==> src/rtl/decoder_e_sweep.sv <==
// rtl/decoder_e_sweep.sv - registered enabled N-to-2^N decoder with self-timed ascending sweep
module decoder_e_sweep #(
    parameter  int INPUT_LENGTH = 5,
    localparam int OUTPUT_WIDTH = 2 ** INPUT_LENGTH
) (
    input  logic                    clk_i,
    input  logic                    rst_n_i,
    input  logic [INPUT_LENGTH-1:0] in_i,
    input  logic                    enable_i,
    input  logic                    sweep_start_i,
    output logic [OUTPUT_WIDTH-1:0] out_o,
    output logic [INPUT_LENGTH-1:0] out_idx_o,
    output logic                    busy_o,
    output logic                    done_o
);

    localparam int CW = INPUT_LENGTH + 1;

    typedef enum logic [1:0] {
        S_IDLE,
        S_SWEEP,
        S_DONE
    } state_e;

    state_e                  state_q, state_d;
    logic [CW-1:0]           cnt_q, cnt_d;
    logic [OUTPUT_WIDTH-1:0] out_q, out_d;
    logic [INPUT_LENGTH-1:0] idx_q, idx_d;
    logic                    busy_q, busy_d;
    logic                    done_q, done_d;

    always_ff @(posedge clk_i or negedge rst_n_i) begin
        if (!rst_n_i) begin
            state_q <= S_IDLE;
            cnt_q   <= '0;
            out_q   <= '0;
            idx_q   <= '0;
            busy_q  <= 1'b0;
            done_q  <= 1'b0;
        end else begin
            state_q <= state_d;
            cnt_q   <= cnt_d;
            out_q   <= out_d;
            idx_q   <= idx_d;
            busy_q  <= busy_d;
            done_q  <= done_d;
        end
    end

    always_comb begin
        state_d = state_q;
        cnt_d   = cnt_q;
        out_d   = '0;
        idx_d   = '0;
        busy_d  = busy_q;
        done_d  = 1'b0;
        case (state_q)
            S_IDLE: begin
                busy_d = 1'b0;
                // A sweep request wins over a simultaneous normal decode.
                if (sweep_start_i) begin
                    state_d = S_SWEEP;
                    out_d   = OUTPUT_WIDTH'(1);
                    cnt_d   = CW'(1);
                    busy_d  = 1'b1;
                end else if (enable_i) begin
                    out_d = OUTPUT_WIDTH'(1) << in_i;
                    idx_d = in_i;
                end
            end
            S_SWEEP: begin
                busy_d = 1'b1;
                // Counter is one bit wider so the terminal value is distinct from 0.
                if (cnt_q == CW'(OUTPUT_WIDTH)) begin
                    state_d = S_DONE;
                    done_d  = 1'b1;
                    cnt_d   = '0;
                end else begin
                    out_d = OUTPUT_WIDTH'(1) << cnt_q[INPUT_LENGTH-1:0];
                    idx_d = cnt_q[INPUT_LENGTH-1:0];
                    cnt_d = cnt_q + CW'(1);
                end
            end
            S_DONE: begin
                state_d = S_IDLE;
                busy_d  = 1'b0;
                cnt_d   = '0;
            end
            default: begin
                state_d = S_IDLE;
                busy_d  = 1'b0;
                cnt_d   = '0;
            end
        endcase
    end

    assign out_o     = out_q;
    assign out_idx_o = idx_q;
    assign busy_o    = busy_q;
    assign done_o    = done_q;

endmodule

==> config.mk <==
export PLATFORM = sky130hd
export DESIGN_NAME = decoder_e_sweep
export DESIGN_NICKNAME = d
export VERILOG_FILES = /design/src/rtl/decoder_e_sweep.sv
export SDC_FILE = /design/constraint.sdc
export NUM_CORES = 1
export LEC_CHECK = 0
export CORE_MARGIN = 10
export CORE_UTILIZATION = 45
export DETAILED_ROUTE_END_ITERATION = 16
export DONT_BUFFER_PORTS = 1
export SLEW_MARGIN = 0
export SYNTH_ARGS = -nofsm -noshare
export SYNTH_HDL_FRONTEND = slang
export SYNTH_SLANG_ARGS = --single-unit
==> constraint.sdc <==
create_clock -name clk_i -period 3 [get_ports clk_i]
set_input_delay 0.75 -clock clk_i [delete_from_list [all_inputs] [get_ports clk_i]]
set_output_delay 0.75 -clock clk_i [all_outputs]
set_load 0.02 [all_outputs]
==> impl.org <==
** Global routing
- Total routing resource utilization after global routing :: 12.2%
- The first global-routing pass estimated 7260 um of wire.
- Via count of the first global-routing pass :: 1362
- Entering global routing, the biggest net connects 48 pins.
- Summed over all layers, the global routing overflow is 0.
- Initial antenna violation count :: 0

** Clocking
- Counting the buffers created by CTS gives 5.
- Maximum clock path buffer count :: 2
- Count of buffers added by post-CTS timing repair for setup :: 0
- Source-to-sink clock delay at the later pin of the worst-skew pair :: 290 ps
- Sinks on the clock net :: 47
- Hold repair after CTS inserted 0 buffers.
- The H-tree was split into 2 levels.
- In this run, post-CTS repair resized a total of 0 instances.
- Clock-pin slew was measured on the worst setup and hold paths at 70 ps.
- TritonCTS built the clock tree.
- The cell sitting at the root of the clock tree is a sky130_fd_sc_hd__clkbuf_8.

** Detailed routing
- Number of iterations in the first detailed-routing pass :: 4
- Count of vias placed by the detailed router :: 1444
- Wire per inst :: 20.0 um
- Total Routed Length :: 4700 um
- Number of vias per cell :: 6.14
- Number of design-rule violations left by the first detailed-router iteration :: 127
- Remaining routing DRC violations :: 0
- In this run the remaining antenna-violating nets after routing total 0.

** Pwr
- Fraction of power spent switching nets :: 39.9%
- In this run, the clock network consumes 20.6% of the power.
- P_leak :: 0.952 nW
- VDD sags by at most 0.378 mV.
- Combinational share of power :: 26.9%
- Sequential power share :: 52.5%
- Internal power comes to 0.00124 W.
- The analysis attributes to net switching a power of 0.000824 W.
- For this design the ratio of total power to cell area is 956 nW/um^2.

** Floorplan
- Floorplan Core Area :: 4410 um^2
- Die Y :: 88.0 um
- The floorplan step defined a die boundary enclosing 7740 um^2.
- Die boundary width :: 88.0 um
- The floorplan has 24 rows.
- Effective utilization at floorplan :: 47.1%
- Total I/O pin count :: 48

** Timing
- Smallest setup slack after layout :: 1210 ps
- Period utilization :: 59.8%
- At the pin with the least slew margin, the transition time is 506 ps.
- Clock skew on the completed layout was measured at 4.96 ps.
- Fin crit period :: 1790 ps
- Aggregate negative setup slack :: 0 ps
- The final hold violation count came to 0.
- Setup repair after global routing left no endpoint under its margin.
- In this run the tightest slew margin relative to its limit is 66.2%.
- Final Hold Slack :: 146 ps
- The count of final max-slew check failures was 0.
- Max frequency :: 557 MHz
- Setup violations remaining at the end of the flow were counted as 0.

** Critical path
- In this run the worst path has a maximum fanout of 5.
- The worst register-to-register path begins at cnt_q[0].
- By startpoint and endpoint, the worst setup path is classified as flop to flop.
- Critical path endpoint category :: flop
- In this run the worst setup path begins at cnt_q[0].
- The setup check on the worst reg-to-reg path leaves a slack of 1210 ps.
- Data on the critical path arrives at its endpoint at 1980 ps.
- Path depth of the worst reg2reg path :: 6
- Startpoint class of the critical path :: flop
- In this run the critical register-to-register path is captured at out_o[0].
- For the worst setup path, the data required time is 3190 ps.

** Yosys
- Mapped Area :: 2080 um^2
- The biggest area contributor in the post-synthesis netlist is sky130_fd_sc_hd__dfrtp_1.
- sky130_fd_sc_hd__dfrtp_1 is the most common cell in the netlist.
- Yosys top cell area share :: 56.6%
- Number of synthesized flops with an enable pin :: 0
- The number of nets in the synthesized netlist is 202.
- Yosys attributes the largest share of cell area to sky130_fd_sc_hd__dfrtp_1 57%, sky130_fd_sc_hd__o22ai_1 7.8%, sky130_fd_sc_hd__nand2_1 4.2%, sky130_fd_sc_hd__ha_1 3.6%, sky130_fd_sc_hd__nand3_1 2.9%.
- Synthesis inferred 47 register bits.
- The netlist uses 41 different library cells.
- Most used flip-flop cell after synthesis :: sky130_fd_sc_hd__dfrtp_1
- Yosys Warn Count :: 0
- Fraction of registers with async set/reset :: 100%
- Mean cell area of the mapped netlist :: 11.1 um^2
- The cell count after synthesis came out at 187.
- After synthesis, flip-flops and latches occupy 56.6% of the total area.
- Cell types with the highest counts after synthesis :: 47 x sky130_fd_sc_hd__dfrtp_1, 26 x sky130_fd_sc_hd__o22ai_1, 23 x sky130_fd_sc_hd__nand2_1

** Place
- Summed over all nets, the half-perimeter wirelength after detailed placement is 3590 um.
- In this run the tool buffered the top-level ports with 0 buffer cells.
- At the placement stage, the worst setup path has a slack of 1180 ps.
- Routability Congestion :: 0.889
- Placed cell count :: 228

** Final layout
- Fraction of final layout cells with drive strength greater than 1 :: 9.84%
- Core utilization of the finished layout :: 49.0%
- Antenna diode count :: 0
- The area growth from synthesis to layout is 3.91%.
- Number of nets at the end of the flow :: 198
- For this run, the number of standard cells in the final layout without fillers is 235.

** Run status
- Status :: finished clean

** Hold path
- Hold/Removal Path Class :: primary input to asynchronous set/reset pin

** Run
- Max-cap violations in this run came to 0.
==> sequential cells by signal (all words and copies together) (netlist names) <==
name	cells
state_q	2
out_o	32
done_o	1
cnt_q	6
busy_o	1
out_idx_o	5
==> power groups by stage <==
stage	logic [W]	clock network, W	registers (W)
after floorplan	0.000543	0	0.00101
after global placement	0.000542	0	0.00110
after detailed placement	0.000543	0	0.00110
after CTS	0.000549	0.000442	0.00109
after global routing	0.000612	0.000472	0.00111
final	0.000556	0.000427	0.00108
==> per-layer routing <==
layer	vias to the layer above	global-route usage [%]	part of all wire, %	wire [um]
met5	-	0	0	0
met2	83	19.1	48	2230
met3	10	5.20	13	594
met4	0	5.36	2.1	97
met1	691	14.3	38	1770
li1	660	-	-	-
==> critical path: stages, from the launching register on <==
cell	delay (ps)
sky130_fd_sc_hd__dfrtp_1	430
sky130_fd_sc_hd__inv_1	140
sky130_fd_sc_hd__ha_1	260
sky130_fd_sc_hd__nor3b_1	400
sky130_fd_sc_hd__a21oi_2	130
sky130_fd_sc_hd__o2bb2ai_1	140
sky130_fd_sc_hd__and2b_2	190
==> kinds of logic (layout without fill, tap and decap cells) <==
| logic type | count (synthesis) | after routing | share of synthesized area, % |
|---|---|---|---|
| AOI/OAI and AO/OA | 46 | 46 | 15.3 |
| DFF | 47 | 47 | 56.6 |
| buffers and inverters | 16 | 12 | 5.05 |
| and+or+nand+nor | 71 | 71 | 19.0 |
| adders and majority gates | 6 | 6 | 3.61 |
| muxes | 1 | 1 | 0.481 |
==> how the worst max path moves through the flow <==
stage / end / cells after the start / slack [ps]
floorplan: out_o[0] / 6 / 1410
global placement: out_o[30] / 4 / 1220
detailed placement: out_o[5] / 4 / 1180
CTS: out_o[0] / 6 / 1210
global route: out_o[0] / 6 / 1030
finish: out_o[0] / 6 / 1210
==> layout make-up <==
cell class	count	area (um^2)
multi-input combinational	124	798
inverter	5	18.8
tap	52	65.1
clock inverter	1	30.0
fill	387	2250
clock buffer	6	72.6
sequential	47	1180
==> per-stage QoR <==
step,instance area (um^2),power (W)
3_5_place_dp,2060,0.00165
2_1_floorplan,2080,0.00155
5_1_grt,2160,0.00219
4_1_cts,2160,0.00208
6_report,2160,0.00207
3_3_place_gp,2060,0.00164
==> placed cells by master, fill, tap and decap left out, drive strengths merged <==
| cell | netlist | routed |
|---|---|---|
| nor3 | 2 | 2 |
| nand3 | 13 | 13 |
| clkbuf | 4 | 6 |
| or3b | 1 | 1 |
| nand2 | 23 | 23 |
| o2bb2ai | 1 | 1 |
| nor4bb | 2 | 2 |
| mux2i | 1 | 1 |
| inv | 5 | 5 |
| nor2b | 4 | 4 |
| nor3b | 1 | 1 |
| ha | 6 | 6 |
| a21boi | 1 | 1 |
| a41oi | 1 | 1 |
| o21a | 1 | 1 |
| or3 | 2 | 2 |
| bufinv | 0 | 1 |
| and2b | 2 | 2 |
| or2 | 3 | 3 |
| and3 | 4 | 4 |
| a211oi | 1 | 1 |
| a22o | 1 | 1 |
| o32ai | 2 | 2 |
| a21o | 1 | 1 |
| nor2 | 9 | 9 |
| nand2b | 5 | 5 |
| dfrtp | 47 | 47 |
| o31ai | 1 | 1 |
| a21oi | 3 | 3 |
| o22ai | 26 | 26 |
| o21ai | 7 | 7 |
No activity file was read; power rests on OpenSTA's default activity.
